**src/rtl/perf_counter_bank_if.sv**
```systemverilog
// Event, control and read-back signals of perf_counter_bank, grouped for the
// CPU event side (master) and the counter bank itself (slave).
interface perf_counter_bank_if #(
   parameter int NUM_CH = 7,
   parameter int CNT_W  = 32
);
   localparam int SEL_W = (NUM_CH > 1) ? $clog2(NUM_CH) : 1;

   // "event" is a reserved word, so the increment strobes are named evt.
   logic [NUM_CH-1:0] ch_en;
   logic [NUM_CH-1:0] evt;
   logic              clear;
   logic              halt;
   logic              snap;
   logic [SEL_W-1:0]  rd_sel;
   logic              rd_shadow;
   logic [CNT_W-1:0]  rd_data;
   logic [NUM_CH-1:0] ovf;
   logic              frozen;

   modport master (
      output ch_en, evt, clear, halt, snap, rd_sel, rd_shadow,
      input  rd_data, ovf, frozen
   );

   modport slave (
      input  ch_en, evt, clear, halt, snap, rd_sel, rd_shadow,
      output rd_data, ovf, frozen
   );
endinterface

```
**src/rtl/perf_counter_bank.sv**
```systemverilog
// Bank of NUM_CH event counters with sticky overflow, halt freeze, atomic
// snapshot into shadow registers and a registered indexed read port.
module perf_counter_bank #(
   parameter int NUM_CH   = 7,
   parameter int CNT_W    = 32,
   parameter int SATURATE = 0
) (
   input  logic               clk,
   input  logic               rst,
   perf_counter_bank_if.slave bus
);
   localparam int SEL_W  = (NUM_CH > 1) ? $clog2(NUM_CH) : 1;
   // Read table is padded to a power of two so out-of-range selects hit zero slots.
   localparam int N_SLOT = 1 << SEL_W;

   logic [CNT_W-1:0]  cnt_all    [N_SLOT];
   logic [CNT_W-1:0]  shadow_all [N_SLOT];
   logic [NUM_CH-1:0] ovf_all;

   logic              frozen_q;
   logic              frozen_d;
   logic [CNT_W-1:0]  rd_data_q;
   logic [CNT_W-1:0]  rd_data_d;

   genvar gi;
   generate
      for (gi = 0; gi < N_SLOT; gi++) begin : g_slot
         if (gi < NUM_CH) begin : g_ch
            logic [CNT_W-1:0] cnt_q;
            logic [CNT_W-1:0] cnt_d;
            logic [CNT_W-1:0] shadow_q;
            logic [CNT_W-1:0] shadow_d;
            logic             ovf_q;
            logic             ovf_d;
            logic             inc;

            always_comb begin
               inc      = bus.evt[gi] & bus.ch_en[gi] & ~frozen_q & ~bus.clear;
               cnt_d    = cnt_q;
               ovf_d    = ovf_q;
               // Shadow takes the pre-edge value, so a same-edge increment is excluded.
               shadow_d = bus.snap ? cnt_q : shadow_q;
               if (bus.clear) begin
                  cnt_d = '0;
                  ovf_d = 1'b0;
               end else if (inc) begin
                  if (&cnt_q) begin
                     ovf_d = 1'b1;
                     cnt_d = (SATURATE != 0) ? cnt_q : '0;
                  end else begin
                     cnt_d = cnt_q + CNT_W'(1);
                  end
               end
            end

            always_ff @(posedge clk or negedge rst) begin
               if (!rst) begin
                  cnt_q    <= '0;
                  shadow_q <= '0;
                  ovf_q    <= 1'b0;
               end else begin
                  cnt_q    <= cnt_d;
                  shadow_q <= shadow_d;
                  ovf_q    <= ovf_d;
               end
            end

            assign cnt_all[gi]    = cnt_q;
            assign shadow_all[gi] = shadow_q;
            assign ovf_all[gi]    = ovf_q;
         end else begin : g_pad
            assign cnt_all[gi]    = '0;
            assign shadow_all[gi] = '0;
         end
      end
   endgenerate

   always_comb begin
      frozen_d = frozen_q;
      if (bus.clear) begin
         frozen_d = 1'b0;
      end else if (bus.halt) begin
         frozen_d = 1'b1;
      end
      rd_data_d = bus.rd_shadow ? shadow_all[bus.rd_sel] : cnt_all[bus.rd_sel];
   end

   always_ff @(posedge clk or negedge rst) begin
      if (!rst) begin
         frozen_q  <= 1'b0;
         rd_data_q <= '0;
      end else begin
         frozen_q  <= frozen_d;
         rd_data_q <= rd_data_d;
      end
   end

   assign bus.ovf     = ovf_all;
   assign bus.frozen  = frozen_q;
   assign bus.rd_data = rd_data_q;
endmodule

```
**src/flat_wrapper.sv**
```systemverilog
// flat-port wrapper written by rule: the top's interface ports become plain ports
module perf_counter_bank_flat 
#(
   parameter int NUM_CH   = 7,
   parameter int CNT_W    = 32,
   parameter int SATURATE = 0
)
  (clk, rst, bus_ch_en, bus_evt, bus_clear, bus_halt, bus_snap, bus_rd_sel, bus_rd_shadow, bus_rd_data, bus_ovf, bus_frozen);
  perf_counter_bank_if #(.NUM_CH(NUM_CH), .CNT_W(CNT_W)) bus_i ();
  input  logic clk;
  input  logic rst;
  input wire logic [$bits(bus_i.ch_en)-1:0] bus_ch_en;
  input wire logic [$bits(bus_i.evt)-1:0] bus_evt;
  input wire logic [$bits(bus_i.clear)-1:0] bus_clear;
  input wire logic [$bits(bus_i.halt)-1:0] bus_halt;
  input wire logic [$bits(bus_i.snap)-1:0] bus_snap;
  input wire logic [$bits(bus_i.rd_sel)-1:0] bus_rd_sel;
  input wire logic [$bits(bus_i.rd_shadow)-1:0] bus_rd_shadow;
  output wire logic [$bits(bus_i.rd_data)-1:0] bus_rd_data;
  output wire logic [$bits(bus_i.ovf)-1:0] bus_ovf;
  output wire logic [$bits(bus_i.frozen)-1:0] bus_frozen;
  assign bus_i.ch_en = bus_ch_en;
  assign bus_i.evt = bus_evt;
  assign bus_i.clear = bus_clear;
  assign bus_i.halt = bus_halt;
  assign bus_i.snap = bus_snap;
  assign bus_i.rd_sel = bus_rd_sel;
  assign bus_i.rd_shadow = bus_rd_shadow;
  assign bus_rd_data = bus_i.rd_data;
  assign bus_ovf = bus_i.ovf;
  assign bus_frozen = bus_i.frozen;
  perf_counter_bank #(.NUM_CH(NUM_CH), .CNT_W(CNT_W), .SATURATE(SATURATE)) u_core (.clk(clk), .rst(rst), .bus(bus_i));
endmodule
```
**config.mk**
```make
export PLATFORM = sky130hd
export DESIGN_NAME = perf_counter_bank_flat
export DESIGN_NICKNAME = d
export VERILOG_FILES = /design/src/rtl/perf_counter_bank_if.sv /design/src/rtl/perf_counter_bank.sv /design/src/flat_wrapper.sv
export SDC_FILE = /design/constraint.sdc
export NUM_CORES = 1
export LEC_CHECK = 0
export ABC_AREA = 1
export BUFFER_PORTS_ARGS = -buffer_cell sky130_fd_sc_hd__buf_2
export CAP_MARGIN = 10
export CELL_PAD_IN_SITES_DETAIL_PLACEMENT = 1
export CELL_PAD_IN_SITES_GLOBAL_PLACEMENT = 1
export CORE_MARGIN = 4
export CORE_UTILIZATION = 40
export DETAILED_ROUTE_END_ITERATION = 16
export GPL_TIMING_DRIVEN = 1
export PLACE_DENSITY_LB_ADDON = 0.1
export SLEW_MARGIN = 10
export SYNTH_ARGS = -nofsm -noshare
export SYNTH_HDL_FRONTEND = slang
export SYNTH_SLANG_ARGS = --single-unit
```
**constraint.sdc**
```tcl
create_clock -name clk -period 2.96 [get_ports clk]
set_input_delay 0.592 -clock clk [delete_from_list [all_inputs] [get_ports clk]]
set_output_delay 0.592 -clock clk [all_outputs]
set_load 0.02 [all_outputs]
```
# --- Yosys cells after proc, flatten, opt, wreduce, memory -nomap -nowiden ---
# Cells that the tools add are included.
word_totals:
  reg_bits: 488
  input_bits: 23
  out_inout_bits: 40
  elab_cells: 135
op_classes:
  addsub: 7
  order_cmp: 1
  muxes: 51
  bitwise: 24
  reduce_logical: 29
op_table:
  columns: ["cell", "count"]
  rows:
  - ["two-way mux 32 bit", 26]
  - ["adder 32 x 1 -> 32 bit (second input constant)", 7]
  - ["AND reduction 32 bit", 7]
  - ["binary-select mux 32 bit (select 3 bit)", 2]
  - ["nonzero test 2 bit", 15]
  - ["two-way mux 1 bit", 23]
  - ["AND 1 bit", 21]
  - ["AND reduction 2 bit", 7]
  - ["greater-or-equal comparator 4 bit (second input constant)", 1]
  - ["inverter 3 -> 4 bit", 1]
  - ["inverter 1 bit", 2]

# --- Longest topological paths before layout ---
logic_depth:
  depth_word: 5
  ltp_mapped: 12
  depth_no_buf: 11

# --- Worst setup path after synthesis ---
# OpenSTA, ideal clock, no wires.
synth_path:
  path_type: "input to register"
  startpoint: "input bus_clear"
  endpoint: "register u_core.g_slot[1].g_ch.cnt_q[25]"
  setup_ns: 0.116
  t_arrival_ns: 1.568
  required_time_ns: 2.844
  slack_ns: 1.276
  stages: 9
  path_buffers: 2
  cell_sequence: "buf_4 > inv_4 > nand2_1 > buf_2 > nand4_1 > nor2_1 > nand3_1 > nand2_1 > nor2_1"
synth_via:
  elab_chain_len: 3
  word_cells_on_any_way: 4
  classes_between: "mux: 1; bitwise: 2; reduce/logical: 1"
synth_lines:
  columns: ["element", "line", "rtl"]
  rows:
  - ["start: declaration", "flat_wrapper.sv:14", "input wire logic [$bits(bus_i.clear)-1:0] bus_clear;"]
  - ["inverter 1 bit", "perf_counter_bank.sv:38", "inc = bus.evt[gi] & bus.ch_en[gi] & ~frozen_q & ~bus.clear;"]
  - ["AND 1 bit", "perf_counter_bank.sv:38", null]
  - ["nonzero test 2 bit (no line)", null, null]
  - ["end signal: assignment", "perf_counter_bank.sv:62", "cnt_q <= cnt_d;"]
  - ["end: declaration", "perf_counter_bank.sv:29", "logic [CNT_W-1:0] cnt_q;"]
# Parallel ways exist; a longest one is shown, timed or not.
# A chain may end at the register's enable or synchronous reset.

# --- Worst setup path after layout ---
layout_path:
  startpoint: "register u_core.frozen_q, in the netlist u_core.bus.frozen"
  endpoint: "register u_core.g_slot[0].g_ch.cnt_q[27]"
layout_via:
  elab_chain_len: 4
layout_lines:
  columns: ["element", "line", "rtl"]
  rows:
  - ["start: declaration", "perf_counter_bank.sv:20", "logic frozen_q;"]
  - ["start signal: assignment", "perf_counter_bank.sv:93", "frozen_q <= frozen_d;"]
  - ["inverter 1 bit", "perf_counter_bank.sv:38", null]
  - ["AND 1 bit (2 in series)", "perf_counter_bank.sv:38", null]
  - ["nonzero test 2 bit (no line)", null, null]
  - ["end signal: assignment", "perf_counter_bank.sv:62", null]
  - ["end: declaration", "perf_counter_bank.sv:29", null]
# Every way passes these cells.

==> metrics.cfg <==
[run_status]
run_status=finished clean

[setup_path]
worst_r2r_endpoint=u_core.g_slot[0].g_ch.cnt_q[27]$_DFFE_PN0P_
crit_path_max_incr_delay_ns=0.40
endpoint_kind=register
r2r-start=u_core.bus.frozen$_DFFE_PN0P_
arrival_ns=2.99
crit_buf_inv=2
startpoint_type=register
r2r_cells=10
crit_fanout=18
cpMostUsedCell=nand2_1
crit_family=simple AND/OR/NAND/NOR gates
endpoint=u_core.g_slot[0].g_ch.cnt_q[27]$_DFFE_PN0P_
required_ns=3.51
startpoint=u_core.bus.frozen$_DFFE_PN0P_
crit_type=register to register
cp.depth=10
crit_slowest_cell=dfrtp_1
cp_cell_sequence=inv_2, nand3_1, nand2_1, buf_4, nand3_1, nor2_1, nand2_1, nand2_1, nand2_1, nor2_1
regToRegSetupSlack_ns=0.52

[sta]
slew_violations=0
hold_violations=0
grt_setup_unrepaired=false
finalCritPeriodShare_pct=82.36
tightest_slew_ns=0.8670
clock.fmax_mhz=410.2
setup_violations=0
fin_skew_ns=0.01098
setup_tns_ns=0
hold_slack_ns=0.1910
period_minus_slack_ns=2.438
slew_headroom_pct=41.59

[floorplanning]
start_util_pct=40.65
dieArea_um2=71630
ios=63
core_um2=66330
die_y_um=267.6
rows=94
die_w_um=267.6

[detailed_routing]
firstDrtPassIters=6
vias_per_cell=5.653
drt-total-wl_um=115400
drcViolationCount=0
ant_nets=0
wl_per_cell_um=25.11
drt_iter0_drc=2354
num_vias=25990

[worst_hold_path]
hp-class=primary input to register
worstHoldStart=bus_halt

[synth]
yosysMostFrequentCell=nand2_1
synth_seq_cells=488
synth_top_flop_cell=dfrtp_1
async_flop_share_pct=100.0
synthDistinctLibCells=41
synth_top_area_share_pct=45.29
ys_top_cells_by_count=nand2_1, nor2_1, dfrtp_1, inv_1, o21ai_0
post-synth-top-area-cell=dfrtp_1
syn_inst=3656
ys_top_cells_by_area=dfrtp_1, nand2_1, nor2_1
synth-seq-area-share_pct=45.29
synth_nets=3686
synth-edff-count=0
netlist_area_um2=26970
yosys_warnings=0
syn-mean-instance-area_um2=7.376

[power]
vdd_drop_max_mv=0.4154
leakagePower_nw=13.24
p_per_area_nw_per_um2=533.6
finalPower_w=0.01622

[clock_network]
cts_resized=0
clockBufferDepth=3
clk_latency_ns=0.63
cts_tree=done
root_buffer=clkbuf_16
clock_sinks=488
htree_levels=2
numCtsBuffers=58
clkSlewWorstSetupHoldPaths_ns=0.06

[global_routing]
track_usage_pct=32.15
grt_pass1_vias=26950
overflow=0
antenna_found_initial=2
grt_pass1_wl_um=173700
grt_max_degree=108

[place]
port_buffers=62
place_congestion=0.9419
post-dp-hpwl_um=87560

[run]
drv_cap=0

[layout]
nets=3719
syn_to_final_growth_pct=12.74
drive_gt1_share_pct=9.510
utilization_pct=45.83
antenna_cells=0

-- sequential cells by signal, summed over array words and instances, names as in the netlist --
name and flops:
u_core.bus.frozen 1, u_core.bus.rd_data 32, u_core.g_slot.g_ch.cnt_q 224, u_core.g_slot.g_ch.ovf_q 7, u_core.g_slot.g_ch.shadow_q 224
-- power by group --
part | internal [W] | leakage, nW | total [W] | switching [W]
logic | 0.000399 | 5.65 | 0.00156 | 0.00116
registers | 0.00686 | 6.60 | 0.00705 | 0.000183
clock network | 0.00457 | 0.988 | 0.00761 | 0.00304
-- routing by layer --
| layer | up-vias | track usage, % | wire length [um] |
|---|---|---|---|
| met5 | - | 0 | 0 |
| met4 | 0 | 14.30 | 5906 |
| met3 | 192 | 3.601 | 5348 |
| met2 | 672 | 52.37 | 53470 |
| met1 | 13250 | 43.43 | 50700 |
| li1 | 11880 | - | - |
-- metrics by stage --
stage,cells,setup slack [ns],instance area (um^2)
after floorplan,3656,1.276,26970
after global routing,4597,0.2826,30400
final,4597,0.5223,30400
after global placement,4492,0.4325,28400
after detailed placement,4492,0.3519,28400
after CTS,4597,0.5404,30400
-- worst min-delay path by stage --
stage          slack, ns  depth (start not counted)                                       to
3_3_place_gp        0.46                          2  u_core.g_slot[3].g_ch.ovf_q$_DFFE_PN0P_
6_report            0.19                          3            u_core.bus.frozen$_DFFE_PN0P_
4_1_cts             0.17                          3            u_core.bus.frozen$_DFFE_PN0P_
3_5_place_dp        0.47                          2  u_core.g_slot[3].g_ch.ovf_q$_DFFE_PN0P_
2_1_floorplan       0.30                          0            u_core.bus.frozen$_DFFE_PN0P_
5_1_grt             0.23                          3            u_core.bus.frozen$_DFFE_PN0P_
-- cells in the final DEF (no fill, tap or decap), drive strengths merged --
cell           n
nand2        824
nor2         670
dfrtp        488
inv          372
o21ai        315
nand3        232
a21oi        216
buf          146
clkbuf        87
nand4         77
xor2          76
o211ai        66
o22ai         36
mux2          32
o221ai        19
clkinv        19
nor3          17
xnor2         10
ha             7
bufinv         6
nand3b         4
o31ai          4
o21bai         3
and2           2
nor3b          1
and3           1
or2            1
a31oi          1
dlygate4sd3    1
-- cell type report --
cell class                 instances  area, um^2
multi-input combinational       2614       12450
timing repair buffer             147        1230
tap                              864        1081
sequential                       488       12210
clock buffer                      87        1754
fill                            8223       35930
inverter                         380        1444
clock inverter                    17       235.2
-- worst min-delay path: stages --
cell	delay, ns
buf_2	0.08
nor2_1	0.04
nor2_1	0.07
-- kinds of logic (layout without fill, tap and decap cells) --
logic type               after synthesis  count (layout)  share of synthesized area, %
multiplexers                          32              32                         1.336
XOR/XNOR                              86              86                         2.793
AND/OR/NAND/NOR                     1829            1829                         28.33
flip-flops                           488             488                         45.29
adder cells (fa/ha/maj)                7               7                        0.3248
AO/OA/AOI/OAI                        660             660                         13.36
buffers and inverters                554             631                         8.570
-- what timing repair did --
action / 4_1_cts / 5_1_grt
hold endpoints to repair: 37 / 0
buffers inserted: 0 / 0
hold buffers: 1 / 0
No activity file was read; power rests on OpenSTA's default activity.
